[src/rtl/mem_access_ctrl_if.sv]
// Data-memory bus between the MEM-stage access controller and memory.
// Ports: req/we/addr/wdata toward memory, rdata/ack back (+dm_err with MEM_ACCESS_TIMEOUT_EN).
interface mem_access_ctrl_if;
  logic        dm_req;
  logic        dm_we;
  logic [31:0] dm_addr;
  logic [31:0] dm_wdata;
  logic [31:0] dm_rdata;
  logic        dm_ack;
`ifdef MEM_ACCESS_TIMEOUT_EN
  logic        dm_err;
`endif

  modport master (
    output dm_req, dm_we, dm_addr, dm_wdata,
`ifdef MEM_ACCESS_TIMEOUT_EN
    output dm_err,
`endif
    input  dm_rdata, dm_ack
  );

  modport slave (
    input  dm_req, dm_we, dm_addr, dm_wdata,
`ifdef MEM_ACCESS_TIMEOUT_EN
    input  dm_err,
`endif
    output dm_rdata, dm_ack
  );
endinterface

[src/rtl/mem_access_ctrl.sv]
// MEM stage: stalls EX/MEM around a data-memory access, resolves branches,
// and drives MEM/WB. Ports: clk, rst (async low), EX/MEM inputs, dm bus
// (master), EX_MEM_WR/pc_src/pc_target, MEM/WB outputs.
// Option: MEM_ACCESS_TIMEOUT_EN adds a 15-cycle ack timeout and sticky dm_err.
module mem_access_ctrl (
  input  logic        clk,
  input  logic        rst,
  input  logic [31:0] NPC_IN,
  input  logic [31:0] ALU_C_IN,
  input  logic [31:0] RT_DATA_IN,
  input  logic        ZERO_IN,
  input  logic [1:0]  Branch_IN,
  input  logic        MEMR_IN,
  input  logic        MEMW_IN,
  input  logic        REGW_IN,
  input  logic        MEM2R_IN,
  input  logic [4:0]  reg_rd_in,
  mem_access_ctrl_if.master dm,
  output logic        EX_MEM_WR,
  output logic        pc_src,
  output logic [31:0] pc_target,
  output logic [31:0] MEM_DATA_OUT,
  output logic [31:0] ALU_C_OUT,
  output logic [4:0]  reg_rd_out,
  output logic        REGW_OUT,
  output logic        MEM2R_OUT
);

  typedef enum logic [1:0] {
    IDLE = 2'd0,
    BUSY = 2'd1,
    DONE = 2'd2
  } state_t;

  state_t      r_state;
  state_t      w_nxt;
  logic        r_dm_req;
  logic        r_dm_we;
  logic [31:0] r_dm_addr;
  logic [31:0] r_dm_wdata;
  logic [31:0] r_load;
  logic        w_start;
  logic        w_ack;
  logic        w_to;

  assign w_start = (r_state == IDLE) && (MEMR_IN || MEMW_IN);
  assign w_ack   = (r_state == BUSY) && dm.dm_ack;

`ifdef MEM_ACCESS_TIMEOUT_EN
  logic [3:0] r_cnt;
  logic       r_err;

  // 15th consecutive BUSY cycle without ack aborts the access
  assign w_to = (r_state == BUSY) && !dm.dm_ack && (r_cnt == 4'd14);

  always_ff @(posedge clk or negedge rst) begin
    if (!rst) begin
      r_cnt <= 4'd0;
      r_err <= 1'b0;
    end else begin
      if (w_start)
        r_cnt <= 4'd0;
      else if (r_state == BUSY && !dm.dm_ack)
        r_cnt <= r_cnt + 4'd1;
      if (w_to)
        r_err <= 1'b1;
    end
  end

  assign dm.dm_err = r_err;
`else
  assign w_to = 1'b0;
`endif

  always_comb begin
    w_nxt     = r_state;
    EX_MEM_WR = 1'b0;
    unique case (r_state)
      IDLE: begin
        if (w_start) w_nxt = BUSY;
        else         EX_MEM_WR = 1'b1;
      end
      BUSY: begin
        if (w_ack || w_to) w_nxt = DONE;
      end
      DONE: begin
        EX_MEM_WR = 1'b1;
        w_nxt     = IDLE;
      end
      default: w_nxt = IDLE;
    endcase
  end

  always_ff @(posedge clk or negedge rst) begin
    if (!rst) r_state <= IDLE;
    else      r_state <= w_nxt;
  end

  // Bus fields latched on BUSY entry so they stay stable while waiting
  always_ff @(posedge clk or negedge rst) begin
    if (!rst) begin
      r_dm_req   <= 1'b0;
      r_dm_we    <= 1'b0;
      r_dm_addr  <= 32'd0;
      r_dm_wdata <= 32'd0;
    end else begin
      r_dm_req <= (w_nxt == BUSY);
      if (w_start) begin
        r_dm_we    <= MEMW_IN;
        r_dm_addr  <= {ALU_C_IN[31:2], 2'b00};
        r_dm_wdata <= RT_DATA_IN;
      end else if (w_nxt != BUSY) begin
        r_dm_we <= 1'b0;
      end
    end
  end

  assign dm.dm_req   = r_dm_req;
  assign dm.dm_we    = r_dm_we;
  assign dm.dm_addr  = r_dm_addr;
  assign dm.dm_wdata = r_dm_wdata;

  // Load register: zero unless this access was an acked read
  always_ff @(posedge clk or negedge rst) begin
    if (!rst)
      r_load <= 32'd0;
    else if (w_start || w_to)
      r_load <= 32'd0;
    else if (w_ack && !r_dm_we)
      r_load <= dm.dm_rdata;
  end

  always_ff @(posedge clk or negedge rst) begin
    if (!rst) begin
      MEM_DATA_OUT <= 32'd0;
      ALU_C_OUT    <= 32'd0;
      reg_rd_out   <= 5'd0;
      REGW_OUT     <= 1'b0;
      MEM2R_OUT    <= 1'b0;
    end else if (EX_MEM_WR) begin
      MEM_DATA_OUT <= (r_state == DONE) ? r_load : 32'd0;
      ALU_C_OUT    <= ALU_C_IN;
      reg_rd_out   <= reg_rd_in;
      REGW_OUT     <= REGW_IN;
      MEM2R_OUT    <= MEM2R_IN;
    end else begin
      REGW_OUT  <= 1'b0;
      MEM2R_OUT <= 1'b0;
    end
  end

  always_comb begin
    pc_src = 1'b0;
    if (r_state == IDLE) begin
      unique case (1'b1)
        (Branch_IN == 2'b01): pc_src = ZERO_IN;
        (Branch_IN == 2'b10): pc_src = !ZERO_IN;
        default:              pc_src = 1'b0;
      endcase
    end
  end

  assign pc_target = NPC_IN;

endmodule

[src/flat_wrapper.sv]
// flat-port wrapper written by rule: the top's interface ports become plain ports
module mem_access_ctrl_flat 
  (clk, rst, NPC_IN, ALU_C_IN, RT_DATA_IN, ZERO_IN, Branch_IN, MEMR_IN, MEMW_IN, REGW_IN, MEM2R_IN, reg_rd_in, EX_MEM_WR, pc_src, pc_target, MEM_DATA_OUT, ALU_C_OUT, reg_rd_out, REGW_OUT, MEM2R_OUT, dm_dm_req, dm_dm_we, dm_dm_addr, dm_dm_wdata, dm_dm_rdata, dm_dm_ack);
  mem_access_ctrl_if dm_i ();
  input  logic clk;
  input  logic rst;
  input  logic [31:0] NPC_IN;
  input  logic [31:0] ALU_C_IN;
  input  logic [31:0] RT_DATA_IN;
  input  logic ZERO_IN;
  input  logic [1:0] Branch_IN;
  input  logic MEMR_IN;
  input  logic MEMW_IN;
  input  logic REGW_IN;
  input  logic MEM2R_IN;
  input  logic [4:0] reg_rd_in;
  output logic EX_MEM_WR;
  output logic pc_src;
  output logic [31:0] pc_target;
  output logic [31:0] MEM_DATA_OUT;
  output logic [31:0] ALU_C_OUT;
  output logic [4:0] reg_rd_out;
  output logic REGW_OUT;
  output logic MEM2R_OUT;
  output wire logic [$bits(dm_i.dm_req)-1:0] dm_dm_req;
  output wire logic [$bits(dm_i.dm_we)-1:0] dm_dm_we;
  output wire logic [$bits(dm_i.dm_addr)-1:0] dm_dm_addr;
  output wire logic [$bits(dm_i.dm_wdata)-1:0] dm_dm_wdata;
  input wire logic [$bits(dm_i.dm_rdata)-1:0] dm_dm_rdata;
  input wire logic [$bits(dm_i.dm_ack)-1:0] dm_dm_ack;
  assign dm_dm_req = dm_i.dm_req;
  assign dm_dm_we = dm_i.dm_we;
  assign dm_dm_addr = dm_i.dm_addr;
  assign dm_dm_wdata = dm_i.dm_wdata;
  assign dm_i.dm_rdata = dm_dm_rdata;
  assign dm_i.dm_ack = dm_dm_ack;
  mem_access_ctrl u_core (.clk(clk), .rst(rst), .NPC_IN(NPC_IN), .ALU_C_IN(ALU_C_IN), .RT_DATA_IN(RT_DATA_IN), .ZERO_IN(ZERO_IN), .Branch_IN(Branch_IN), .MEMR_IN(MEMR_IN), .MEMW_IN(MEMW_IN), .REGW_IN(REGW_IN), .MEM2R_IN(MEM2R_IN), .reg_rd_in(reg_rd_in), .dm(dm_i), .EX_MEM_WR(EX_MEM_WR), .pc_src(pc_src), .pc_target(pc_target), .MEM_DATA_OUT(MEM_DATA_OUT), .ALU_C_OUT(ALU_C_OUT), .reg_rd_out(reg_rd_out), .REGW_OUT(REGW_OUT), .MEM2R_OUT(MEM2R_OUT));
endmodule
[config.mk]
export PLATFORM = sky130hd
export DESIGN_NAME = mem_access_ctrl_flat
export DESIGN_NICKNAME = d
export VERILOG_FILES = /design/src/rtl/mem_access_ctrl_if.sv /design/src/rtl/mem_access_ctrl.sv /design/src/flat_wrapper.sv
export SDC_FILE = /design/constraint.sdc
export NUM_CORES = 1
export LEC_CHECK = 0
export ABC_AREA = 0
export CAP_MARGIN = 20
export CORE_UTILIZATION = 37
export CTS_CLUSTER_DIAMETER = 150
export DETAILED_ROUTE_END_ITERATION = 10
export PLACE_DENSITY = 0.77
export SYNTH_ARGS = -nofsm -noshare
export SYNTH_HDL_FRONTEND = slang
export SYNTH_SLANG_ARGS = --single-unit
[constraint.sdc]
create_clock -name clk -period 1.4 [get_ports clk]
set_input_delay 0.21 -clock clk [delete_from_list [all_inputs] [get_ports clk]]
set_output_delay 0.21 -clock clk [all_outputs]
set_load 0.05 [all_outputs]
==> results.json, run 1 <==
{
  "status": "complete, but fails checks",
  "violations": "setup timing",
  "ant_nets": 0,
  "cts_buffer_depth": 2,
  "peakVddDrop_v": 0.00194,
  "synth_edf_count": 0,
  "finalWorstSetupSlack_ns": -0.191,
  "area.growth.synth_to_final_pct": 83.8,
  "pin_count": 314,
  "max_freq_ghz": 0.629,
  "die_x_um": 135,
  "grt_max_degree": 47,
  "wirelength_um": 20300,
  "worstSetupPathType": "flop to flop",
  "netlist_instances": 414,
  "track_usage_pct": 22.8,
  "fin_area_um2": 12000,
  "finalHoldWorstSlack_ns": 0.205,
  "numCtsBuffers": 17,
  "startpoint_type": "flop",
  "final_hold_viol_count": 0,
  "hp-class": "primary input to flop",
  "drc": 0,
  "dpl-instance-area_um2": 10600,
  "gp_congestion": 0.810,
  "fp.dieH_um": 135,
  "crit_fanout": 5,
  "avgViaCountPerCell": 5.06,
  "detail_route.wl_per_cell_um": 22.3,
  "fillers": 1089,
  "finalSetupViolations": 141,
  "dpl.hpwl_um": 12400,
  "p_leak_nw": 5.54,
  "finalCriticalPeriod_ns": 1.59,
  "layout-drive-gt1-share_pct": 48.4,
  "placement_rows": 48,
  "yosys_register_bits": 169,
  "io_buffer_count": 247,
  "design.core.area_um2": 17300,
  "cts_tree": "built",
  "clock_sinks": 169,
  "antenna_found_initial": 0,
  "ys_warn_count": 0,
  "grt_overflow": 0,
  "fin_util_pct": 69.5,
  "first_iter_violations": 156,
  "async_flop_share_pct": 100,
  "cts_root_buf": "clkbuf_16",
  "maxCapViolCount": 0,
  "first_pass_iters": 4,
  "post-route-period-util_pct": 114,
  "htree_levels": 4,
  "insertion_delay_ns": 0.42,
  "required_ns": 1.69,
  "finClkSkew_ns": 0.0101,
  "dieArea_um2": 18200,
  "diodes": 0,
  "synth_cell_types": 24,
  "slew_viol_final": 0,
  "vias": 4601,
  "cts.clk_slew.worst_paths_ns": 0.06,
  "grt_pass1_wl_um": 30700,
  "syn_area_um2": 6550,
  "end_kind": "flop",
  "start_util_pct": 37.8,
  "fin_nets": 815,
  "avgSynthCellArea_um2": 15.8,
  "synth_ff_type": "dfrtp_1",
  "rsz0062_at_grt": "yes",
  "cp.arrival_ns": 1.88,
  "grt_pass1_vias": 5168,
  "power_mw": 37.9,
  "post-place-ws_ns": -0.494,
  "ys_seq_area_share_pct": 64.6,
  "power-per-cell-area_nw_per_um2": 3150
}
[final timing paths]
check	slack (ns)	cells past startpoint	start	end
min in group asynchronous	0.25	2	rst	u_core.reg_rd_out[1]
worst min register to register	0.50	1	u_core.r_load[4]	u_core.MEM_DATA_OUT[4]
worst min-delay path	0.21	3	MEMW_IN	u_core.dm.dm_we
worst max-delay path	-0.19	6	u_core.r_state[0]	u_core.dm.dm_wdata[21]
max in group asynchronous	0.58	3	rst	u_core.dm.dm_wdata[21]
worst max register to register	-0.19	6	u_core.r_state[0]	u_core.dm.dm_wdata[21]
[metrics by stage]
| step | instances | TNS, ns |
|---|---|---|
| 5_1_grt | 909 | -22.74 |
| 3_5_place_dp | 850 | -67.23 |
| 2_1_floorplan | 415 | -3.38 |
| 6_report | 909 | -15.96 |
| 3_3_place_gp | 850 | -62.28 |
| 4_1_cts | 911 | -18.89 |
[Yosys cell counts (2+ instances only)]
library cell	n	share of area, %
dfrtp_1	169	65
mux2_2	81	14
a22o_1	64	8.6
buf_4	36	4.1
mux2_4	18	4.1
buf_6	9	1.5
buf_2	8	0.61
clkbuf_1	6	0.34
and2_1	3	0.29
nor2_1	3	0.17
a21oi_1	2	0.15
a31o_2	2	0.27
inv_1	2	0.11
[report_power, final]
| part | switching (mW) | internal (mW) |
|---|---|---|
| registers | 2.58 | 7.29 |
| clock network | 1.91 | 3.08 |
| logic | 10.7 | 12.3 |
[final cells by class]
type                            instances  area (µm²)  share of cell area (%)
Multi-Input combinational cell        184        2170                    18.1
Inverter                                3        11.3                  0.0936
Timing Repair Buffer                  297        4700                    39.1
Sequential cell                       169        4230                    35.2
Tap cell                              225         282                    2.34
Clock inverter                         10         166                    1.38
Clock buffer                           21         460                    3.83
[critical path: stages (launching register included)]
cell	delay, ns
dfrtp_2	0.45
nor2_4	0.13
and2_4	0.21
buf_12	0.13
buf_8	0.12
buf_16	0.14
mux2_4	0.30
[sequential cells by signal, indices dropped and copies added (netlist names)]
register             flops
u_core.ALU_C_OUT        32
u_core.MEM2R_OUT         1
u_core.dm.dm_req         1
u_core.reg_rd_out        5
u_core.REGW_OUT          1
u_core.r_load           32
u_core.dm.dm_we          1
u_core.dm.dm_addr       30
u_core.dm.dm_wdata      32
u_core.MEM_DATA_OUT     32
u_core.r_state           2
[routing by layer]
| layer | GRT usage (%) | vias to the layer above | part of all wire, % | wire (µm) |
|---|---|---|---|---|
| met5 | 0 | - | 0 | 0 |
| met4 | 8.99 | 0 | 2.0 | 395 |
| met3 | 6.57 | 34 | 7.8 | 1590 |
| met2 | 38.8 | 228 | 51 | 10300 |
| met1 | 27.1 | 2360 | 39 | 7940 |
| li1 | - | 1979 | - | - |
[repair_timing]
item,in CTS,in global routing
gates cloned,16,1
pin swaps,12,5
gates resized for setup,101,12
endpoints found under the hold margin,47,0
buffers inserted,14,3
setup endpoints to repair,123,166
hold buffers,1,0
[logic make-up (layout without fill, tap and decap cells)]
kind of cell	after synthesis	count (layout)	share of synthesized area, %
other	1	2	0.0573
DFF	169	169	64.6
and+or+nand+nor	13	13	1.22
buffers and inverters	62	331	6.81
muxes	99	99	18.1
AOI/OAI and AO/OA	70	70	9.23
[cells in the final DEF, fill, tap and decap left out, types with 4 or more instances in the layout]
master	synthesis	routed
dfrtp_1	169	166
buf_12	0	147
clkdlybuf4s50_1	0	108
mux2_4	18	86
a22o_1	64	64
clkbuf_16	0	18
buf_4	36	14
mux2_2	81	13
buf_16	0	10
buf_6	9	7
buf_8	0	5
bufinv_16	0	4
No activity file was read; power rests on OpenSTA's default activity.
==> inputs of run 2 (changes only) <==
--- a/config.mk
+++ b/config.mk
@@ -7,6 +7,7 @@
 export LEC_CHECK = 0
 export ABC_AREA = 0
 export CAP_MARGIN = 20
+export CORE_ASPECT_RATIO = 2
 export CORE_UTILIZATION = 37
 export CTS_CLUSTER_DIAMETER = 150
 export DETAILED_ROUTE_END_ITERATION = 10
==> run 2 against run 1 <==
Hold slack gained 0.092 ns; fmax shrank 2.8%; final cell count down 0.88%; setup slack worse by 0.046 ns; the run still ends with setup timing left; largest power group unchanged; flip-flop and latch count unchanged; clock power fell by 4%; global-route usage up 1.6 points; register-to-register slack lost 0.05 ns; count of clock-buffer cells in the layout is 1 higher; clock skew increased by 0.0018 ns; highest routed layer unchanged.
==> results.json, run 2 (same netlist as run 1, synthesis figures left out) <==
{
  "p_seq_share_pct": 26.2,
  "status": "complete, but fails checks",
  "numCtsBuffers": 17,
  "wirelength_um": 21700,
  "layout_commonest_cell": "dfrtp_1",
  "slew_viol_final": 0,
  "grt_max_degree": 48,
  "p_int_mw": 22.6,
  "drc": 0,
  "switching_share_pct": 40.6,
  "finClkSkew_ns": 0.0119,
  "power_switching_mw": 15.4,
  "area.growth.synth_to_final_pct": 83.4,
  "finalSetupViolations": 165,
  "final_cells": 901,
  "wl_met1_um": 7250,
  "final_cell_mix": "166 x dfrtp_1, 152 x buf_12, 107 x clkdlybuf4s50_1",
  "worstSetupPathType": "flop to flop",
  "finalWorstSetupSlack_ns": -0.237,
  "antenna_found_initial": 0,
  "placement_rows": 68,
  "power_frac_clock_pct": 12.7,
  "startpoint_type": "flop",
  "layout-drive-gt1-share_pct": 48.8,
  "cts_root_buf": "clkbuf_16",
  "finalCriticalPeriod_ns": 1.64,
  "required_ns": 1.71,
  "post-route-period-util_pct": 117,
  "gp_congestion": 0.845,
  "dp_cells": 836,
  "clock_sinks": 169,
  "die_x_um": 96.0,
  "top_layer": "met4",
  "fin_area_um2": 12000,
  "route.met3.wl_um": 1070,
  "max_freq_ghz": 0.611,
  "pin_count": 314,
  "seqCellArea_um2": 4230,
  "violations": "setup timing",
  "track_usage_pct": 24.4,
  "diodes": 0,
  "fin_nets": 823,
  "ant_nets": 0,
  "cp.arrival_ns": 1.95,
  "dpl.hpwl_um": 13400,
  "maxCapViolCount": 0,
  "cts.clk_slew.worst_paths_ns": 0.07,
  "grt_pass1_wl_um": 32100,
  "insertion_delay_ns": 0.43,
  "avgViaCountPerCell": 5.25,
  "hp-class": "primary input to flop",
  "final_hold_viol_count": 0,
  "multi_input_comb_area_um2": 2170,
  "crit_fanout": 7,
  "peakVddDrop_v": 0.00180,
  "vias": 4728,
  "start_util_pct": 37.9,
  "p_leak_nw": 5.55,
  "io_buffer_count": 247,
  "htree_levels": 4,
  "dpl-instance-area_um2": 10500,
  "first_iter_violations": 245,
  "power-per-cell-area_nw_per_um2": 3160,
  "grt_overflow": 0,
  "power_mw": 38.0,
  "fin_util_pct": 69.5,
  "cts_buffer_depth": 2,
  "dieArea_um2": 18300,
  "first_pass_iters": 4,
  "tns_ns": -23.10,
  "design.core.area_um2": 17300,
  "detail_route.wl_per_cell_um": 24.1,
  "p_comb_share_pct": 61.1,
  "rsz0062_at_grt": "yes",
  "fp.dieH_um": 190,
  "grt_pass1_vias": 5309,
  "cts_tree": "built",
  "end_kind": "flop",
  "fillers": 1076,
  "routed-wl-met2_um": 12400
}
run 2: cell count changes in the layout (fill, tap and decap cells not counted), sizes merged:
| cell | before | now |
|---|---|---|
| buf | 183 | 190 |
| clkbuf | 22 | 25 |
| bufbuf | 3 | 2 |
| bufinv | 4 | 3 |
| clkdlybuf4s50 | 108 | 107 |
| dlygate4sd2 | 1 | 2 |
| inv | 4 | 3 |
run 2: path summary, 6_finish.rpt:
kind | startpoint | to | slack [ns] | cells past startpoint
hold reg to reg | u_core.r_load[19] | u_core.MEM_DATA_OUT[19] | 0.50 | 1
max in group asynchronous | rst | u_core.MEM_DATA_OUT[20] | 0.48 | 3
hold / removal | MEMW_IN | u_core.dm.dm_we | 0.30 | 4
min in group asynchronous | rst | u_core.ALU_C_OUT[6] | 0.32 | 2
setup reg to reg | u_core.r_state[0] | u_core.ALU_C_OUT[24] | -0.24 | 5
setup / recovery | u_core.r_state[0] | u_core.ALU_C_OUT[24] | -0.24 | 5
run 2: area by class of cell:
type                            instances  area share, %
Sequential cell                       169           35.3
Clock buffer                           22           3.95
Multi-Input combinational cell        184           18.1
Timing Repair Buffer                  305           39.3
Inverter                                3          0.136
Clock inverter                          8           1.00
Tap cell                              210           2.19
run 2: power groups by stage:
stage | sequential, mW | combinational, mW | clock, mW
final | 9.94 | 23.2 | 4.81
after global routing | 10.2 | 24.0 | 5.05
after CTS | 9.88 | 23.1 | 4.88
after detailed placement | 9.86 | 20.4 | 0
after global placement | 9.70 | 20.1 | 0
after floorplan | 15.3 | 4.38 | 0
run 2: worst max-delay path: stages (launching register included):
cell and delay [ns]:
dfrtp_2 0.43, buf_4 0.14, a21o_4 0.20, buf_8 0.15
bufbuf_16 0.28, mux2_4 0.30
run 2: per-stage QoR:
step | setup WS [ns] | hold WS [ns]
final | -0.237 | 0.297
after CTS | -0.233 | 0.271
after detailed placement | -0.475 | 0.147
after floorplan | -0.0518 | -0.0856
after global placement | -0.452 | 0.144
after global routing | -0.270 | 0.320
run 2: routing by layer:
layer / up-vias / GRT usage, %
met5: - / 0
met4: 0 / 14.5
met3: 67 / 5.00
met2: 230 / 43.3
met1: 2441 / 25.6
li1: 1990 / -
run 2: repair_timing:
action	CTS	global route
pin swaps	4	8
hold endpoints to repair	29	0
buffers inserted	19	8
endpoints found under the setup margin	126	166
hold buffers	1	0
cloned	12	4
resized for setup	95	30
==> inputs of run 3 (changes only) <==
--- a/config.mk
+++ b/config.mk
@@ -11,6 +11,7 @@
 export CORE_UTILIZATION = 37
 export CTS_CLUSTER_DIAMETER = 150
 export DETAILED_ROUTE_END_ITERATION = 10
+export GPL_ROUTABILITY_DRIVEN = 1
 export PLACE_DENSITY = 0.77
 export SYNTH_ARGS = -nofsm -noshare
 export SYNTH_HDL_FRONTEND = slang
==> results of run 3 <==
Final layout, timing and power as in run 2 (identical DEF).
